$ cat config.mk
export PLATFORM = sky130hd
export DESIGN_NAME = control_sequencer_flat
export DESIGN_NICKNAME = d
export VERILOG_FILES = /design/src/rtl/control_sequencer_pkg.sv /design/src/rtl/control_sequencer_if.sv /design/src/rtl/control_sequencer_opcode_class_decode.sv /design/src/rtl/control_sequencer.sv /design/src/flat_wrapper.sv
export SDC_FILE = /design/constraint.sdc
export NUM_CORES = 1
export LEC_CHECK = 0
export CORE_MARGIN = 1.5
export CORE_UTILIZATION = 40
export DETAILED_ROUTE_END_ITERATION = 6
export HOLD_SLACK_MARGIN = 0.05
export PLACE_DENSITY = 0.83
export REMOVE_ABC_BUFFERS = 1
export SLEW_MARGIN = 20
export SYNTH_ARGS = -nofsm -noshare
export SYNTH_HDL_FRONTEND = slang
export SYNTH_SLANG_ARGS = --single-unit
$ cat constraint.sdc
create_clock -name clock -period 1.85 [get_ports clock]
set_input_delay 0.185 -clock clock [delete_from_list [all_inputs] [get_ports clock]]
set_output_delay 0.185 -clock clock [all_outputs]
set_load 0.005 [all_outputs]
$ cat src/rtl/control_sequencer_pkg.sv
// ----------------------------------------------------------------------------
// cpu_defs : shared definitions for the Mini SRC hardwired control unit.
//   - opcode field values (IR[31:27])
//   - ALU operation codes driven on ALU_op
//   - bus source codes driven on BusDataSelect
//   - sequencer state and instruction class encodings
// ----------------------------------------------------------------------------
package cpu_defs;

   localparam logic [4:0] OP_LD   = 5'b00000;
   localparam logic [4:0] OP_ST   = 5'b00010;
   localparam logic [4:0] OP_ADD  = 5'b00011;
   localparam logic [4:0] OP_SUB  = 5'b00100;
   localparam logic [4:0] OP_AND  = 5'b00101;
   localparam logic [4:0] OP_OR   = 5'b00110;
   localparam logic [4:0] OP_LDI  = 5'b01000;
   localparam logic [4:0] OP_ADDI = 5'b01100;
   localparam logic [4:0] OP_BR   = 5'b10011;
   localparam logic [4:0] OP_JR   = 5'b10100;
   localparam logic [4:0] OP_JAL  = 5'b10101;
   localparam logic [4:0] OP_IN   = 5'b10110;
   localparam logic [4:0] OP_OUT  = 5'b10111;
   localparam logic [4:0] OP_MFHI = 5'b11000;
   localparam logic [4:0] OP_MFLO = 5'b11001;
   localparam logic [4:0] OP_NOP  = 5'b11010;
   localparam logic [4:0] OP_HALT = 5'b11011;

   localparam logic [3:0] ALU_ADD = 4'b0011;
   localparam logic [3:0] ALU_SUB = 4'b0100;
   localparam logic [3:0] ALU_AND = 4'b0101;
   localparam logic [3:0] ALU_OR  = 4'b0110;

   localparam logic [4:0] BUS_NONE   = 5'b00000;
   localparam logic [4:0] BUS_GP     = 5'b00001;
   localparam logic [4:0] BUS_HI     = 5'b10000;
   localparam logic [4:0] BUS_LO     = 5'b10001;
   localparam logic [4:0] BUS_ZLO    = 5'b10011;
   localparam logic [4:0] BUS_PC     = 5'b10100;
   localparam logic [4:0] BUS_MDR    = 5'b10101;
   localparam logic [4:0] BUS_INPORT = 5'b10110;
   localparam logic [4:0] BUS_C      = 5'b11000;

   typedef enum logic [3:0] {
      S_F0, S_F1, S_F2, S_F3,
      S_T3, S_T4, S_T5, S_T6, S_T7, S_T8,
      S_HALT
   } state_e;

   typedef enum logic [3:0] {
      CLS_ALU, CLS_ADDI, CLS_LDI, CLS_LD, CLS_ST, CLS_BR, CLS_JR, CLS_JAL,
      CLS_IN, CLS_OUT, CLS_MFHI, CLS_MFLO, CLS_NOP, CLS_HALT, CLS_ILLEGAL
   } class_e;

endpackage

$ cat src/rtl/control_sequencer_if.sv
// ----------------------------------------------------------------------------
// control_sequencer_if : bundle between the control unit and the datapath.
//   IR, CON_FF            : datapath state read back by the control unit
//   e_* / incPC           : register load and strobe enables
//   ram_read/ram_write/MDR_read : memory controls
//   ALU_op, BusDataSelect : ALU operation and bus source select
//   Gra/Grb/Grc/e_Rin/e_Rout/BAout/imm_sel : register file select/encode
//   run, illegal          : status
// master = control unit side, slave = datapath side.
// ----------------------------------------------------------------------------
interface control_sequencer_if;
   logic [31:0] IR;
   logic        CON_FF;
   logic        incPC, e_PC, e_IR, e_Y, e_Z, e_MDR, e_MAR, e_OutPort, e_RA, e_CON_FF;
   logic        ram_read, ram_write, MDR_read;
   logic [3:0]  ALU_op;
   logic [4:0]  BusDataSelect;
   logic        Gra, Grb, Grc, e_Rin, e_Rout, BAout, imm_sel;
   logic        run, illegal;

   modport master (
      input  IR, CON_FF,
      output incPC, e_PC, e_IR, e_Y, e_Z, e_MDR, e_MAR, e_OutPort, e_RA, e_CON_FF,
      output ram_read, ram_write, MDR_read, ALU_op, BusDataSelect,
      output Gra, Grb, Grc, e_Rin, e_Rout, BAout, imm_sel, run, illegal
   );

   modport slave (
      output IR, CON_FF,
      input  incPC, e_PC, e_IR, e_Y, e_Z, e_MDR, e_MAR, e_OutPort, e_RA, e_CON_FF,
      input  ram_read, ram_write, MDR_read, ALU_op, BusDataSelect,
      input  Gra, Grb, Grc, e_Rin, e_Rout, BAout, imm_sel, run, illegal
   );
endinterface

$ cat src/rtl/control_sequencer_opcode_class_decode.sv
// ----------------------------------------------------------------------------
// opcode_class_decode : combinational map of IR[31:27] to an instruction
// class and, for register-register ALU instructions, the ALU operation.
//   opcode   in  5  IR[31:27]
//   op_class out    instruction class (CLS_ILLEGAL for undefined opcodes)
//   alu_op   out 4  ALU operation for CLS_ALU (ALU_ADD otherwise)
// ----------------------------------------------------------------------------
module opcode_class_decode
   import cpu_defs::*;
(
   input  logic [4:0] opcode,
   output class_e     op_class,
   output logic [3:0] alu_op
);

   always_comb begin
      op_class = CLS_ILLEGAL;
      alu_op   = ALU_ADD;
      case (opcode)
         OP_ADD:  begin op_class = CLS_ALU; alu_op = ALU_ADD; end
         OP_SUB:  begin op_class = CLS_ALU; alu_op = ALU_SUB; end
         OP_AND:  begin op_class = CLS_ALU; alu_op = ALU_AND; end
         OP_OR:   begin op_class = CLS_ALU; alu_op = ALU_OR;  end
         OP_ADDI: op_class = CLS_ADDI;
         OP_LDI:  op_class = CLS_LDI;
         OP_LD:   op_class = CLS_LD;
         OP_ST:   op_class = CLS_ST;
         OP_BR:   op_class = CLS_BR;
         OP_JR:   op_class = CLS_JR;
         OP_JAL:  op_class = CLS_JAL;
         OP_IN:   op_class = CLS_IN;
         OP_OUT:  op_class = CLS_OUT;
         OP_MFHI: op_class = CLS_MFHI;
         OP_MFLO: op_class = CLS_MFLO;
         OP_NOP:  op_class = CLS_NOP;
         OP_HALT: op_class = CLS_HALT;
         default: op_class = CLS_ILLEGAL;
      endcase
   end

endmodule

$ cat src/rtl/control_sequencer.sv
// ----------------------------------------------------------------------------
// control_sequencer : hardwired Moore control unit for the Mini SRC datapath.
// Fetches (F0..F3, F1 repeated FETCH_WAIT times), then steps T3..T8 by
// instruction class, returning to F0; halt parks in S_HALT until reset.
//   clock  in  rising-edge clock
//   clear  in  asynchronous active-low reset
//   bus    control_sequencer_if.master: IR/CON_FF in, all control strobes out
// ----------------------------------------------------------------------------
module control_sequencer
   import cpu_defs::*;
#(
   parameter int FETCH_WAIT = 1
) (
   input  logic                       clock,
   input  logic                       clear,
   control_sequencer_if.master        bus
);

   state_e     state_q, state_d;
   logic [1:0] wait_q, wait_d;
   class_e     op_class;
   logic [3:0] alu_op;

   opcode_class_decode u_decode (
      .opcode   (bus.IR[31:27]),
      .op_class (op_class),
      .alu_op   (alu_op)
   );

   always_ff @(posedge clock or negedge clear) begin
      if (!clear) begin
         state_q <= S_F0;
         wait_q  <= '0;
      end else begin
         state_q <= state_d;
         wait_q  <= wait_d;
      end
   end

   // Outputs are decoded only while clear is high so that asserting reset
   // mid-instruction drops every strobe (notably ram_write) in the same cycle.
   always_comb begin
      state_d            = state_q;
      wait_d             = wait_q;
      bus.incPC          = 1'b0;
      bus.e_PC           = 1'b0;
      bus.e_IR           = 1'b0;
      bus.e_Y            = 1'b0;
      bus.e_Z            = 1'b0;
      bus.e_MDR          = 1'b0;
      bus.e_MAR          = 1'b0;
      bus.e_OutPort      = 1'b0;
      bus.e_RA           = 1'b0;
      bus.e_CON_FF       = 1'b0;
      bus.ram_read       = 1'b0;
      bus.ram_write      = 1'b0;
      bus.MDR_read       = 1'b0;
      bus.ALU_op         = 4'b0000;
      bus.BusDataSelect  = BUS_NONE;
      bus.Gra            = 1'b0;
      bus.Grb            = 1'b0;
      bus.Grc            = 1'b0;
      bus.e_Rin          = 1'b0;
      bus.e_Rout         = 1'b0;
      bus.BAout          = 1'b0;
      bus.imm_sel        = 1'b0;
      bus.run            = 1'b1;
      bus.illegal        = 1'b0;
      if (clear) begin
         case (state_q)
            S_F0: begin
               bus.BusDataSelect = BUS_PC;
               bus.e_MAR         = 1'b1;
               bus.incPC         = 1'b1;
               wait_d            = '0;
               state_d           = S_F1;
            end
            // Memory read latency: stay here FETCH_WAIT cycles in total.
            S_F1: begin
               bus.ram_read = 1'b1;
               if (wait_q == 2'(FETCH_WAIT - 1)) state_d = S_F2;
               else                              wait_d  = wait_q + 2'd1;
            end
            S_F2: begin
               bus.ram_read = 1'b1;
               bus.MDR_read = 1'b1;
               bus.e_MDR    = 1'b1;
               state_d      = S_F3;
            end
            S_F3: begin
               bus.BusDataSelect = BUS_MDR;
               bus.e_IR          = 1'b1;
               state_d           = S_T3;
            end
            S_T3: begin
               state_d = S_F0;
               case (op_class)
                  CLS_ALU, CLS_ADDI, CLS_LDI, CLS_LD, CLS_ST: begin
                     bus.Grb = 1'b1; bus.e_Rout = 1'b1; bus.BusDataSelect = BUS_GP; bus.e_Y = 1'b1;
                     // BAout forces R0 to read as zero for base+offset forms.
                     bus.BAout = (op_class == CLS_LDI || op_class == CLS_LD || op_class == CLS_ST);
                     state_d = S_T4;
                  end
                  CLS_BR: begin
                     bus.Gra = 1'b1; bus.e_Rout = 1'b1; bus.BusDataSelect = BUS_GP; bus.e_CON_FF = 1'b1;
                     state_d = S_T4;
                  end
                  CLS_JR:   begin bus.Gra = 1'b1; bus.e_Rout = 1'b1; bus.BusDataSelect = BUS_GP; bus.e_PC = 1'b1; end
                  CLS_JAL:  begin bus.BusDataSelect = BUS_PC; bus.e_RA = 1'b1; state_d = S_T4; end
                  CLS_IN:   begin bus.BusDataSelect = BUS_INPORT; bus.Gra = 1'b1; bus.e_Rin = 1'b1; end
                  CLS_OUT:  begin bus.Gra = 1'b1; bus.e_Rout = 1'b1; bus.BusDataSelect = BUS_GP; bus.e_OutPort = 1'b1; end
                  CLS_MFHI: begin bus.BusDataSelect = BUS_HI; bus.Gra = 1'b1; bus.e_Rin = 1'b1; end
                  CLS_MFLO: begin bus.BusDataSelect = BUS_LO; bus.Gra = 1'b1; bus.e_Rin = 1'b1; end
                  CLS_HALT: state_d = S_HALT;
                  CLS_ILLEGAL: bus.illegal = 1'b1;
                  default: ;
               endcase
            end
            S_T4: begin
               state_d = S_F0;
               case (op_class)
                  CLS_ALU: begin
                     bus.Grc = 1'b1; bus.e_Rout = 1'b1; bus.BusDataSelect = BUS_GP;
                     bus.ALU_op = alu_op; bus.e_Z = 1'b1;
                     state_d = S_T5;
                  end
                  CLS_ADDI, CLS_LDI, CLS_LD, CLS_ST: begin
                     bus.imm_sel = 1'b1; bus.BusDataSelect = BUS_C; bus.ALU_op = ALU_ADD; bus.e_Z = 1'b1;
                     state_d = S_T5;
                  end
                  CLS_BR:  begin bus.BusDataSelect = BUS_PC; bus.e_Y = 1'b1; state_d = S_T5; end
                  CLS_JAL: begin bus.Gra = 1'b1; bus.e_Rout = 1'b1; bus.BusDataSelect = BUS_GP; bus.e_PC = 1'b1; end
                  default: ;
               endcase
            end
            S_T5: begin
               state_d = S_F0;
               case (op_class)
                  CLS_ALU, CLS_ADDI, CLS_LDI: begin
                     bus.BusDataSelect = BUS_ZLO; bus.Gra = 1'b1; bus.e_Rin = 1'b1;
                  end
                  CLS_LD, CLS_ST: begin bus.BusDataSelect = BUS_ZLO; bus.e_MAR = 1'b1; state_d = S_T6; end
                  CLS_BR: begin
                     bus.imm_sel = 1'b1; bus.BusDataSelect = BUS_C; bus.ALU_op = ALU_ADD; bus.e_Z = 1'b1;
                     state_d = S_T6;
                  end
                  default: ;
               endcase
            end
            S_T6: begin
               state_d = S_F0;
               case (op_class)
                  CLS_LD: begin bus.ram_read = 1'b1; state_d = S_T7; end
                  CLS_ST: begin
                     bus.Gra = 1'b1; bus.e_Rout = 1'b1; bus.BusDataSelect = BUS_GP; bus.e_MDR = 1'b1;
                     state_d = S_T7;
                  end
                  // Branch taken only when the condition flop is set this cycle.
                  CLS_BR: begin bus.BusDataSelect = BUS_ZLO; bus.e_PC = bus.CON_FF; end
                  default: ;
               endcase
            end
            S_T7: begin
               state_d = S_F0;
               case (op_class)
                  CLS_LD: begin
                     bus.ram_read = 1'b1; bus.MDR_read = 1'b1; bus.e_MDR = 1'b1;
                     state_d = S_T8;
                  end
                  CLS_ST: bus.ram_write = 1'b1;
                  default: ;
               endcase
            end
            S_T8: begin
               state_d = S_F0;
               if (op_class == CLS_LD) begin
                  bus.BusDataSelect = BUS_MDR; bus.Gra = 1'b1; bus.e_Rin = 1'b1;
               end
            end
            S_HALT: bus.run = 1'b0;
            default: state_d = S_F0;
         endcase
      end
   end

endmodule

$ cat src/flat_wrapper.sv
// flat-port wrapper written by rule: the top's interface ports become plain ports
module control_sequencer_flat import cpu_defs::*;
#(
   parameter int FETCH_WAIT = 1
)
  (clock, clear, bus_IR, bus_CON_FF, bus_incPC, bus_e_PC, bus_e_IR, bus_e_Y, bus_e_Z, bus_e_MDR, bus_e_MAR, bus_e_OutPort, bus_e_RA, bus_e_CON_FF, bus_ram_read, bus_ram_write, bus_MDR_read, bus_ALU_op, bus_BusDataSelect, bus_Gra, bus_Grb, bus_Grc, bus_e_Rin, bus_e_Rout, bus_BAout, bus_imm_sel, bus_run, bus_illegal);
  control_sequencer_if bus_i ();
  input  logic clock;
  input  logic clear;
  input wire logic [$bits(bus_i.IR)-1:0] bus_IR;
  input wire logic [$bits(bus_i.CON_FF)-1:0] bus_CON_FF;
  output wire logic [$bits(bus_i.incPC)-1:0] bus_incPC;
  output wire logic [$bits(bus_i.e_PC)-1:0] bus_e_PC;
  output wire logic [$bits(bus_i.e_IR)-1:0] bus_e_IR;
  output wire logic [$bits(bus_i.e_Y)-1:0] bus_e_Y;
  output wire logic [$bits(bus_i.e_Z)-1:0] bus_e_Z;
  output wire logic [$bits(bus_i.e_MDR)-1:0] bus_e_MDR;
  output wire logic [$bits(bus_i.e_MAR)-1:0] bus_e_MAR;
  output wire logic [$bits(bus_i.e_OutPort)-1:0] bus_e_OutPort;
  output wire logic [$bits(bus_i.e_RA)-1:0] bus_e_RA;
  output wire logic [$bits(bus_i.e_CON_FF)-1:0] bus_e_CON_FF;
  output wire logic [$bits(bus_i.ram_read)-1:0] bus_ram_read;
  output wire logic [$bits(bus_i.ram_write)-1:0] bus_ram_write;
  output wire logic [$bits(bus_i.MDR_read)-1:0] bus_MDR_read;
  output wire logic [$bits(bus_i.ALU_op)-1:0] bus_ALU_op;
  output wire logic [$bits(bus_i.BusDataSelect)-1:0] bus_BusDataSelect;
  output wire logic [$bits(bus_i.Gra)-1:0] bus_Gra;
  output wire logic [$bits(bus_i.Grb)-1:0] bus_Grb;
  output wire logic [$bits(bus_i.Grc)-1:0] bus_Grc;
  output wire logic [$bits(bus_i.e_Rin)-1:0] bus_e_Rin;
  output wire logic [$bits(bus_i.e_Rout)-1:0] bus_e_Rout;
  output wire logic [$bits(bus_i.BAout)-1:0] bus_BAout;
  output wire logic [$bits(bus_i.imm_sel)-1:0] bus_imm_sel;
  output wire logic [$bits(bus_i.run)-1:0] bus_run;
  output wire logic [$bits(bus_i.illegal)-1:0] bus_illegal;
  assign bus_i.IR = bus_IR;
  assign bus_i.CON_FF = bus_CON_FF;
  assign bus_incPC = bus_i.incPC;
  assign bus_e_PC = bus_i.e_PC;
  assign bus_e_IR = bus_i.e_IR;
  assign bus_e_Y = bus_i.e_Y;
  assign bus_e_Z = bus_i.e_Z;
  assign bus_e_MDR = bus_i.e_MDR;
  assign bus_e_MAR = bus_i.e_MAR;
  assign bus_e_OutPort = bus_i.e_OutPort;
  assign bus_e_RA = bus_i.e_RA;
  assign bus_e_CON_FF = bus_i.e_CON_FF;
  assign bus_ram_read = bus_i.ram_read;
  assign bus_ram_write = bus_i.ram_write;
  assign bus_MDR_read = bus_i.MDR_read;
  assign bus_ALU_op = bus_i.ALU_op;
  assign bus_BusDataSelect = bus_i.BusDataSelect;
  assign bus_Gra = bus_i.Gra;
  assign bus_Grb = bus_i.Grb;
  assign bus_Grc = bus_i.Grc;
  assign bus_e_Rin = bus_i.e_Rin;
  assign bus_e_Rout = bus_i.e_Rout;
  assign bus_BAout = bus_i.BAout;
  assign bus_imm_sel = bus_i.imm_sel;
  assign bus_run = bus_i.run;
  assign bus_illegal = bus_i.illegal;
  control_sequencer #(.FETCH_WAIT(FETCH_WAIT)) u_core (.clock(clock), .clear(clear), .bus(bus_i));
endmodule
==> impl_metrics.ini, run 1 <==
[die]
io_pins = 66
fp.dieW_microns = 59.65
row_count = 20
die_y_microns = 59.65
start_util_pct = 42.05

[run_status]
outcome = stopped before the end
error = [ERROR GRT-0232] Routing congestion too high. Check the congestion heatmap in the GUI.
haltStage = global routing (5_1_grt)

[clock_tree]
cts_max_path_buffers = 2
ctsRootBufferMaster = clkbuf_4
cts_hold_buf = 0
htree_levels = 1
cts.sinks = 6
numCtsBuffers = 3

[grt]
grt_max_degree = 14
grt_use_total_pct = 80.65
overflow = 129

[place]
dp_hpwl_mm = 3.969
place_congestion = 1.007
port_buffers = 37

[synthesis]
synth_edf_count = 0
synth_ff_type = dfrtp_1
syn-cell-area_sq_um = 1284
syn_inst = 204
synth.avg_cell_area_sq_um = 6.293
ys_types = 58
ys_async_sr_fraction_pct = 100.0
ys_ff_latch = 6
ys_seq_area_share_pct = 11.70
ys_warn_count = 0

[timing]
crit_endpoint = bus_BusDataSelect[4]
endpoint_type = top-level output
[cells in the mapped netlist (2+ instances only)]
master / instances / share of area, %
a211o_1: 2 / 1.4
a21oi_1: 21 / 8.2
a221oi_1: 2 / 1.4
a22o_1: 2 / 1.4
a31oi_1: 4 / 1.9
and2_1: 3 / 1.5
and2b_1: 2 / 1.2
buf_2: 13 / 5.1
buf_4: 2 / 1.2
clkbuf_1: 3 / 0.88
dfrtp_1: 6 / 12
inv_1: 4 / 1.2
nand2_1: 19 / 5.6
nand2b_1: 8 / 3.9
nand3_1: 10 / 3.9
nand3b_1: 2 / 1.2
nand4_1: 2 / 0.97
nor2_1: 29 / 8.5
nor2b_1: 2 / 0.97
nor3_1: 9 / 3.5
nor3b_1: 3 / 1.8
nor4_1: 5 / 2.4
o211ai_1: 3 / 1.8
o21a_1: 3 / 1.8
o21ai_0: 9 / 3.5
o21bai_1: 2 / 1.2
o22a_1: 2 / 1.4
o32ai_1: 2 / 1.4
[per-stage QoR]
stage               instances  instance area, sq um  setup slack (ns)
CTS                       370                  2630           -0.1952
detailed placement        334                  2120           -0.6453
floorplan                 184                  1176          -0.04499
global placement          334                  2120           -0.6360
[what timing repair did]
item                                    CTS
resized for setup                       190
pin swaps                                37
cloned                                    3
setup buffers                            32
endpoints found under the hold margin     0
endpoints found under the setup margin   30
[cells by family after synthesis]
family,count (synthesis),share of synthesized area [%]
buffers and inverters,25,9.842
muxes,1,0.7798
adders and majority gates,1,0.9745
DFF,6,11.70
xor gates and xnor gates,1,0.6824
and+or+nand+nor,105,42.59
other,1,0.2921
AOI/OAI and AO/OA,64,33.14
[metal layers]
layer / overflow / global-route usage [%]
met4: 47 / 98.10
met3: 0 / 51.52
met1: 0 / 76.81
met2: 82 / 105.4
met5: 0 / 0
==> run 2: changes to the inputs <==
--- a/config.mk
+++ b/config.mk
@@ -5,11 +5,10 @@
 export SDC_FILE = /design/constraint.sdc
 export NUM_CORES = 1
 export LEC_CHECK = 0
-export CORE_MARGIN = 1.5
-export CORE_UTILIZATION = 40
+export CORE_AREA = 2 2 63 65
 export DETAILED_ROUTE_END_ITERATION = 6
-export HOLD_SLACK_MARGIN = 0.05
-export PLACE_DENSITY = 0.83
+export DIE_AREA = 0 0 65 67
+export PLACE_DENSITY_LB_ADDON = 0.15
 export REMOVE_ABC_BUFFERS = 1
 export SLEW_MARGIN = 20
 export SYNTH_ARGS = -nofsm -noshare
==> run 2 against run 1 <==
The flow now finishes, with violations (negative setup slack). Synthesized area unchanged. Synthesized cell count unchanged.
==> impl_metrics.ini, run 2 <==
[synthesis]
synthTopCellsByCount = nor2_1, a21oi_1, nand2_1
ys_ff_latch = 6
synth_area_leader_cell = dfrtp_1
ys_seq_area_share_pct = 11.70
synth_ff_type = dfrtp_1
synth.avg_cell_area_sq_um = 6.293
ys_async_sr_fraction_pct = 100.0
ys_types = 58
synth_most_common_cell = nor2_1
synth.area.top_cells = dfrtp_1, nor2_1, a21oi_1, nand2_1, buf_2
synth_top_area_share_pct = 11.70
syn_inst = 204
syn-cell-area_sq_um = 1284
synth_edf_count = 0
ys_warn_count = 0

[detailed_routing]
wl_per_cell_microns = 23.94
avgViaCountPerCell = 6.673
drt-met1-wl_mm = 3.470
drt-initial-drc-count = 298
wl_mm = 9.215
routed.top_layer = met4
first_pass_iters = 7
wl_met3_microns = 970
vias = 2569
met2_length_mm = 4.143
final_antenna_net_count = 0
drc = 0

[clock_tree]
clk_pin_slew_ns = 0.04
cts_tree = yes
cts_max_path_buffers = 2
cts.sinks = 6
numCtsBuffers = 3
ctsRootBufferMaster = clkbuf_8
htree_levels = 1
clk_latency_ns = 0.23

[layout]
ff_latch_area_sq_um = 152.6
drive_gt1_share_pct = 68.25
final_nets = 375
synthToLayoutAreaGrowth_pct = 137.8
largestRegisters = u_core.state_q (4), u_core.wait_q (2)
nFillCells = 202
final_common_cell = buf_4
multi_input_area_sq_um = 1551
final_cell_count_no_fill = 385
final_util_pct = 84.66
antenna_cells = 0
regMostFlops = u_core.state_q
final_cell_mix = buf_4, buf_6, buf_2
largest_reg_flops = 4

[power_and_ir_drop]
power_uw = 3295
power.density_nw_per_um2 = 1079
leakage_uw = 0.001363
irDropWorstVdd_mv = 0.8620

[setup_path]
cpPeakStageDelay_ns = 0.46
path_class = register to output port
crit_arrival_ns = 2.04
startpoint_type = register
crit_buf_inv = 3
crit_chain = buf_6 -> nor2_1 -> a21oi_1 -> nor3_1 -> o311ai_2 -> buf_4 -> a41oi_2 -> clkbuf_2
cp.required_ns = 1.66
critical-path-top-delay-family = buffers and inverters
reg2reg_from = u_core.state_q[0]$_DFFE_PN0P_
cp_slowest_cell = dfrtp_2
worstPathMaxFanout = 7
cp-end-kind = output port
crit_start = u_core.state_q[0]$_DFFE_PN0P_

[timing]
drv_slew = 0
setup_violations = 27
fmax_mhz = 449.1
fin_tns_setup_ns = -3.388
hold_viol = 0
fin_crit_sh_pct = 120.4
rsz0062_at_grt = true
fin_skew_ns = 0.003133
fin_crit_ns = 2.227
worst_slack_ns = -0.3765

[die]
io_pins = 66
die_y_microns = 67
design.die.area_sq_um = 4355
core_area_sq_um = 3606
start_util_pct = 35.60
row_count = 22
fp.dieW_microns = 65

[min_path]
hold_path_class = primary input to asynchronous set/reset pin

[run_status]
outcome = complete, but fails checks
violations = negative setup slack

[grt]
grt_pass1_wl_mm = 11.67
grt_use_total_pct = 35.29
grt_max_degree = 12
first_global_vias = 2233
antenna_found_initial = 0
overflow = 0

[place]
dp_cells = 345
place_congestion = 1.004
pre_cts_ws_ns = -0.7328
port_buffers = 37
dp_hpwl_mm = 4.150

[flow_run]
max-cap-violations = 0
## run 2: cell counts after synthesis
No cell type changed its count.
## run 2: what timing repair did
item	4_1_cts	5_1_grt
buffers inserted	23	15
gates cloned	1	0
pin swaps	32	26
setup endpoints to repair	30	31
gates resized for setup	190	82
endpoints found under the hold margin	0	0
hold buffers	0	0
## run 2: kinds of logic (layout without fill, tap and decap cells)
kind of cell / count (synthesis) / in the layout / synth area share, %
AND/OR/NAND/NOR: 105 / 105 / 42.59
flip-flops: 6 / 6 / 11.70
buffers and inverters: 25 / 158 / 9.842
XOR/XNOR: 1 / 1 / 0.6824
multiplexers: 1 / 1 / 0.7798
AO/OA/AOI/OAI: 64 / 64 / 33.14
adder cells (fa/ha/maj): 1 / 1 / 0.9745
other: 1 / 1 / 0.2921
## run 2: final cells by class
cell class	count	share of cell area [%]
multi-input combinational	173	50.82
timing repair buffer	150	40.25
sequential	6	5.000
tap	48	1.967
clock buffer	3	1.352
inverter	5	0.6148
## run 2: worst paths after layout
kind,cells after the start,slack (ns),endpoint
worst max-delay path,8,-0.38,bus_BusDataSelect[4]
worst min-delay path,2,0.24,u_core.state_q[0]$_DFFE_PN0P_
worst max register to register,7,-0.05,u_core.state_q[1]$_DFFE_PN0P_
worst min register to register,1,0.55,u_core.wait_q[1]$_DFFE_PN0P_
max in group asynchronous,2,1.45,u_core.state_q[1]$_DFFE_PN0P_
min in group clock,1,0.55,u_core.wait_q[1]$_DFFE_PN0P_
## run 2: metal layers
layer,track usage (%),vias up
met5,0,-
met4,19.15,0
met3,5.743,76
met2,57.47,262
met1,44.29,1213
li1,-,1018
## run 2: metrics by stage
| stage | area (sq um) | hold WS [ns] |
|---|---|---|
| floorplan | 1176 | -0.1106 |
| global placement | 2190 | 0.5139 |
| detailed placement | 2190 | 0.5210 |
| CTS | 2664 | 0.1552 |
| global route | 3053 | 0.2417 |
| finish | 3053 | 0.2443 |
## run 2: power breakdown
group	switching, uW	internal (uW)	leakage, uW
registers	67.2	183	0.0000768
clock network	73.9	141	0.0000216
logic	1440	1390	0.00126
No activity file was read; power rests on OpenSTA's default activity.
